File: src/rtl/mul_pkg.sv
// Shared definitions for the iterative multiplier: FSM encoding, allowed
// bits-per-cycle set, and step/counter sizing helpers.
package mul_pkg;

    typedef enum logic [1:0] {
        ST_IDLE = 2'd0,
        ST_CALC = 2'd1,
        ST_DONE = 2'd2
    } state_t;

    localparam int DEF_WIDTH = 32;
    localparam int DEF_BPC   = 1;

    // Only 1, 2 or 4 multiplier bits may be retired per cycle.
    function automatic bit bpc_allowed(input int bpc);
        return (bpc == 1) || (bpc == 2) || (bpc == 4);
    endfunction

    // STEPS = WIDTH/BPC
    function automatic int mul_steps(input int width, input int bpc);
        return width / bpc;
    endfunction

    // CNT_W = $clog2(STEPS), kept at least 1 bit wide for the STEPS == 1 case
    function automatic int mul_cnt_w(input int width, input int bpc);
        int steps;
        steps = width / bpc;
        return (steps > 1) ? $clog2(steps) : 1;
    endfunction

endpackage

File: src/rtl/mul_iter.sv
// Iterative signed/unsigned WIDTH x WIDTH -> 2*WIDTH multiplier retiring BPC
// multiplier bits per cycle, with valid/ready handshakes and a pipeline flush.
module mul_iter
    import mul_pkg::*;
#(
    parameter int WIDTH = DEF_WIDTH,
    parameter int BPC   = DEF_BPC
) (
    input  logic               clk,
    input  logic               resetn,
    input  logic               in_valid,
    output logic               in_ready,
    input  logic [WIDTH-1:0]   a,
    input  logic [WIDTH-1:0]   b,
    input  logic               sign,
    output logic               out_valid,
    input  logic               out_ready,
    output logic [2*WIDTH-1:0] result,
    input  logic               flush
);

    localparam int STEPS = mul_steps(WIDTH, BPC);
    localparam int CNT_W = mul_cnt_w(WIDTH, BPC);
    localparam logic [CNT_W-1:0] LAST = CNT_W'(STEPS - 1);

    if (!bpc_allowed(BPC) || (WIDTH % BPC) != 0 || WIDTH < 4 || (WIDTH % 2) != 0) begin : g_bad_params
        $error("mul_iter: illegal WIDTH=%0d / BPC=%0d", WIDTH, BPC);
    end

    state_t             state, state_nxt;
    logic [WIDTH-1:0]   mplier;
    logic [2*WIDTH-1:0] mcand;
    logic [2*WIDTH-1:0] acc;
    logic [2*WIDTH-1:0] sum;
    logic [2*WIDTH-1:0] sum_final;
    logic [CNT_W-1:0]   cnt;
    logic               neg;
    logic [WIDTH-1:0]   abs_a;
    logic [WIDTH-1:0]   abs_b;
    logic               accept;
    logic               last_step;

    assign in_ready  = (state == ST_IDLE);
    assign out_valid = (state == ST_DONE);
    assign accept    = in_ready & in_valid & ~flush;
    assign last_step = (cnt == LAST);

    // The most-negative operand maps to 2^(WIDTH-1), which is the correct magnitude.
    assign abs_a = (sign & a[WIDTH-1]) ? (~a + WIDTH'(1)) : a;
    assign abs_b = (sign & b[WIDTH-1]) ? (~b + WIDTH'(1)) : b;

    // Partial-product adder: add the multiplicand, pre-shifted to the current
    // weight, once for each set bit among the BPC low multiplier bits.
    always_comb begin
        sum = acc;
        for (int i = 0; i < BPC; i++) begin
            if (mplier[i]) begin
                sum = sum + (mcand << i);
            end
        end
        sum_final = neg ? (~sum + (2*WIDTH)'(1)) : sum;
    end

    always_comb begin
        // NOTE: default assigned first so no path leaves state_nxt unassigned (no latch).
        state_nxt = state;
        unique case (state)
            ST_IDLE: if (in_valid)  state_nxt = ST_CALC;
            ST_CALC: if (last_step) state_nxt = ST_DONE;
            ST_DONE: if (out_ready) state_nxt = ST_IDLE;
            default:                state_nxt = ST_IDLE;
        endcase
        if (flush) begin
            state_nxt = ST_IDLE;
        end
    end

    // NOTE: sequential state uses non-blocking assignments so every register
    // samples pre-edge values regardless of statement order.
    always_ff @(posedge clk or negedge resetn) begin
        if (!resetn) begin
            state  <= ST_IDLE;
            mplier <= '0;
            mcand  <= '0;
            acc    <= '0;
            cnt    <= '0;
            neg    <= 1'b0;
            result <= '0;
        end else begin
            state <= state_nxt;
            if (accept) begin
                mplier <= abs_b;
                mcand  <= {{WIDTH{1'b0}}, abs_a};
                acc    <= '0;
                cnt    <= '0;
                neg    <= sign & (a[WIDTH-1] ^ b[WIDTH-1]);
            end else if (state == ST_CALC && !flush) begin
                acc    <= sum;
                mcand  <= mcand << BPC;
                mplier <= mplier >> BPC;
                cnt    <= cnt + CNT_W'(1);
                if (last_step) begin
                    result <= sum_final;
                end
            end
        end
    end

endmodule

File: config.mk
export PLATFORM = sky130hd
export DESIGN_NAME = mul_iter
export DESIGN_NICKNAME = d
export VERILOG_FILES = /design/src/rtl/mul_pkg.sv /design/src/rtl/mul_iter.sv
export SDC_FILE = /design/constraint.sdc
export NUM_CORES = 1
export LEC_CHECK = 0
export CAP_MARGIN = 20
export CORE_AREA = 2 2 166 249
export DETAILED_ROUTE_END_ITERATION = 10
export DIE_AREA = 0 0 168 251
export HOLD_SLACK_MARGIN = 0.12
export MAX_ROUTING_LAYER = met4
export PLACE_DENSITY = 0.71
export RECOVER_POWER = 50
export SETUP_SLACK_MARGIN = 0.05
export SLEW_MARGIN = 10
export SYNTH_ARGS = -nofsm -noshare
export SYNTH_HDL_FRONTEND = slang
export SYNTH_SLANG_ARGS = --single-unit
File: constraint.sdc
create_clock -name clk -period 4.1 [get_ports clk]
set_clock_uncertainty 0.15 [all_clocks]
set_input_delay 0.82 -clock clk [delete_from_list [all_inputs] [get_ports clk]]
set_output_delay 0.82 -clock clk [all_outputs]
set_load 0.005 [all_outputs]
==> reports/results.txt <==
Max Slew Vio Count - 74
Post-detailed-route DRC marker count - 0
Global-route wire length before repair - 96900 um
All-Layer GR Usage - 29.6%
Total of buffers placed on input and output ports - 135
Prevailing post-synth register cell - sky130_fd_sc_hd__dfrtp_1
First DRT Iteration DRCs - 1021
Clk Latency, worst-skew pair - 560 ps
Setup CP Type - flop to flop
Share of synthesized flip-flops with an asynchronous set or reset - 100%
Count of antenna diodes in the layout - 0
TritonRoute pass-1 iters - 5
Worst Hold Depth - 2
Status - finished with violations
Share of the core filled with cells in the final layout - 60.0%
Aggregate routed wire length - 61500 um
Unrepaired setup endpoints after global routing - yes
Detailed placer's ending HPWL - 46600 um
Worst R2R Path Depth - 20
Top-Level Pins - 136
Die Height - 251 um
Area enclosed by the die boundary - 0.0422 mm2
Final critical path time including I/O delays and setup - 4370 ps
Arrival time reported for the critical path endpoint - 4630 ps
Share of cells above drive strength 1 - 27.5%
Combined area of all synthesized cells - 0.0170 mm2
Remaining global-route overflow - 0
Global placement routability congestion - 1.02
Slew at the pin closest to its max-slew limit - 1890 ps
CP Max Fanout - 5
DRT antenna net count - 0
Worst slack, placed - -488 ps
Setup slack on the worst flop-to-flop path - -270 ps
Vias in the first global route - 18200
CTS Buffer Depth - 3
Average detailed-routed wire length per instance - 19.9 um
Core region area - 0.0400 mm2
Cells taking the most area after synthesis - sky130_fd_sc_hd__dfrtp_1, sky130_fd_sc_hd__nand2_1, sky130_fd_sc_hd__o21ai_0
CTS root buffer - sky130_fd_sc_hd__clkbuf_16
TritonCTS clock tree - done
Clock slew at the register clock pins of the worst setup and hold paths - 70 ps
Cts bufs inserted - 24
Count of flip-flops with a built-in enable after synthesis - 0
Area taken by multi-input logic gates - 0.0116 mm2
H-tree depth reported by CTS - 1
Number of distinct library cells after synthesis - 102
Count of synthesis-stage warnings from yosys - 0
Setup violation total in the final timing report - 31
Fin crit share - 107%
Endpoints failing hold - 0
Gate count after technology mapping - 2065
Via count - 17900
Highest achievable clock rate - 0.229 GHz
Worst slew margin - -26.3%
Worst Path Required - 4360 ps
Die width - 168 um
Initial standard-cell utilization of the core - 42.5%
Hold Crit Start - result[25]
Leakage dissipation - 10.5 nW
Number of antenna violations at the first check in global routing - 0
Leading cell type in the layout, fill and taps excluded - sky130_fd_sc_hd__buf_4
Setup slack of the critical path after layout - -269 ps
Startpoint of the lowest-slack register-to-register path - mcand[0]
Fraction of synthesized cell area taken by the top area cell type - 34.2%
Layout fillers - 3459
Count of standard-cell rows - 90
Total Power Consumption - 11.6 mW
Largest voltage drop on the vdd net - 0.306 mV
Sort of element at the end of the critical path - flop
Min-delay worst type - flop to flop
Maximum number of pins on one net before global-route repair - 116
Ratio of routed vias to standard cells - 5.79
CTS Sinks - 232
Count of maximum capacitance violations - 1
Biggest area consumer among synthesized cells - sky130_fd_sc_hd__dfrtp_1
Pwr per Cell Area - 481 mW/mm2
Sequential cell area fraction in the yosys report - 34.2%
Per-instance average area after synthesis - 8.23 um2
Number of nets in the finished design - 2708
Kind of start point of the critical path - flop
Violated checks - capacitance limit, slew limit, setup timing
Reg-to-reg critical path endpoint - result[50]
Number of nets produced by synthesis - 2204
Endpoint of the worst hold-timing path - result[25]
Synthesized flop and latch total - 232
Register area - 0.00581 mm2
Area grow syn2layout - 41.2%
Highest-count cells in the layout ignoring fill and taps - sky130_fd_sc_hd__buf_4, sky130_fd_sc_hd__nand2_1, sky130_fd_sc_hd__dfrtp_1, sky130_fd_sc_hd__o21ai_0, sky130_fd_sc_hd__nor2_1
## layer usage
| layer | part of all wire, % | track usage, % |
|---|---|---|
| met5 | 0 | - |
| met4 | 7.8 | 19.5 |
| met1 | 37 | 31.7 |
| met3 | 3.6 | 2.47 |
| met2 | 51 | 52.4 |
## logic make-up (layout without fill, tap and decap cells)
| logic type | Yosys count | count (layout) | share of synthesized area, % |
|---|---|---|---|
| buffers and inverters | 154 | 675 | 3.64 |
| flip-flops | 232 | 232 | 34.2 |
| XOR/XNOR | 152 | 152 | 7.83 |
| multiplexers | 36 | 36 | 2.18 |
| AND/OR/NAND/NOR | 736 | 736 | 20.4 |
| adder cells (fa/ha/maj) | 69 | 69 | 5.12 |
| AO/OA/AOI/OAI | 686 | 686 | 26.6 |
## Yosys cell counts, types with 19 or more instances
library cell,count
sky130_fd_sc_hd__o31ai_1,22
sky130_fd_sc_hd__ha_1,68
sky130_fd_sc_hd__a22oi_1,32
sky130_fd_sc_hd__nand2_1,330
sky130_fd_sc_hd__inv_1,41
sky130_fd_sc_hd__a22o_1,46
sky130_fd_sc_hd__nand3_1,30
sky130_fd_sc_hd__xor2_1,58
sky130_fd_sc_hd__o21ai_0,217
sky130_fd_sc_hd__a21o_1,24
sky130_fd_sc_hd__clkbuf_1,78
sky130_fd_sc_hd__xnor2_1,94
sky130_fd_sc_hd__nand4_1,29
sky130_fd_sc_hd__mux2i_1,28
sky130_fd_sc_hd__nor2_1,151
sky130_fd_sc_hd__or3_1,19
sky130_fd_sc_hd__nor3_1,47
sky130_fd_sc_hd__and2_1,19
sky130_fd_sc_hd__a21oi_1,132
sky130_fd_sc_hd__a31oi_1,38
sky130_fd_sc_hd__buf_2,21
sky130_fd_sc_hd__o21ai_1,29
sky130_fd_sc_hd__dfrtp_1,232
## area by class of cell
| cell class | count | share of cell area, % |
|---|---|---|
| Multi-Input combinational cell | 1679 | 48.4 |
| Sequential cell | 232 | 24.2 |
| Timing Repair Buffer | 591 | 20.7 |
| Clock buffer | 30 | 2.72 |
| Tap cell | 506 | 2.64 |
| Clock inverter | 13 | 0.699 |
| Inverter | 41 | 0.652 |
## sequential cells by signal, summed over array words and instances, names as in the netlist
name,count
neg,1
state,2
mcand,64
mplier,32
cnt,5
result,64
acc,64
## metrics by stage
step	instances	setup TNS, ps	area (um2)	hold slack [ps]
6_report	3092	-4170	24000	328
4_1_cts	3072	-1870	23300	333
2_1_floorplan	2065	0	17000	316
3_3_place_gp	3005	-8720	21800	311
3_5_place_dp	3005	-11640	21800	320
5_1_grt	3092	-17790	24000	353
## worst max-delay path, stage by stage, from the launching register on
cell and delay [ps]:
sky130_fd_sc_hd__dfrtp_1 370, sky130_fd_sc_hd__ha_2 210, sky130_fd_sc_hd__inv_2 40, sky130_fd_sc_hd__fa_2 340
sky130_fd_sc_hd__nand2b_4 160, sky130_fd_sc_hd__a21oi_4 240, sky130_fd_sc_hd__buf_12 150, sky130_fd_sc_hd__o211ai_1 180
sky130_fd_sc_hd__a31oi_2 320, sky130_fd_sc_hd__buf_4 160, sky130_fd_sc_hd__a21oi_1 80, sky130_fd_sc_hd__xnor2_1 140
sky130_fd_sc_hd__mux2i_1 180, sky130_fd_sc_hd__nand2_1 140, sky130_fd_sc_hd__nor4_4 240, sky130_fd_sc_hd__buf_6 160
sky130_fd_sc_hd__buf_4 120, sky130_fd_sc_hd__nand3_4 170, sky130_fd_sc_hd__o31ai_2 300, sky130_fd_sc_hd__xor2_1 210
sky130_fd_sc_hd__o21ai_0 130
## repair_timing
item,4_1_cts,5_1_grt
pin swaps,60,82
cloned,0,0
resized for setup,138,116
endpoints found under the hold margin,41,0
buffers inserted,23,20
hold buffers,1,0
endpoints found under the setup margin,39,40
## power breakdown
group	total, mW	switching [mW]	internal (mW)
registers	2.93	0.338	2.59
clock network	2.33	1.00	1.33
logic	6.29	3.35	2.95
total	11.6	4.68	6.87
## how the worst max path moves through the flow
stage	start	end
after floorplan	mcand[0]	result[56]
after global placement	acc[10]	result[63]
after detailed placement	acc[10]	result[63]
after CTS	mcand[1]	result[62]
after global routing	acc[14]	result[50]
final	mcand[0]	result[50]
Power figures use the tool's default switching activity.
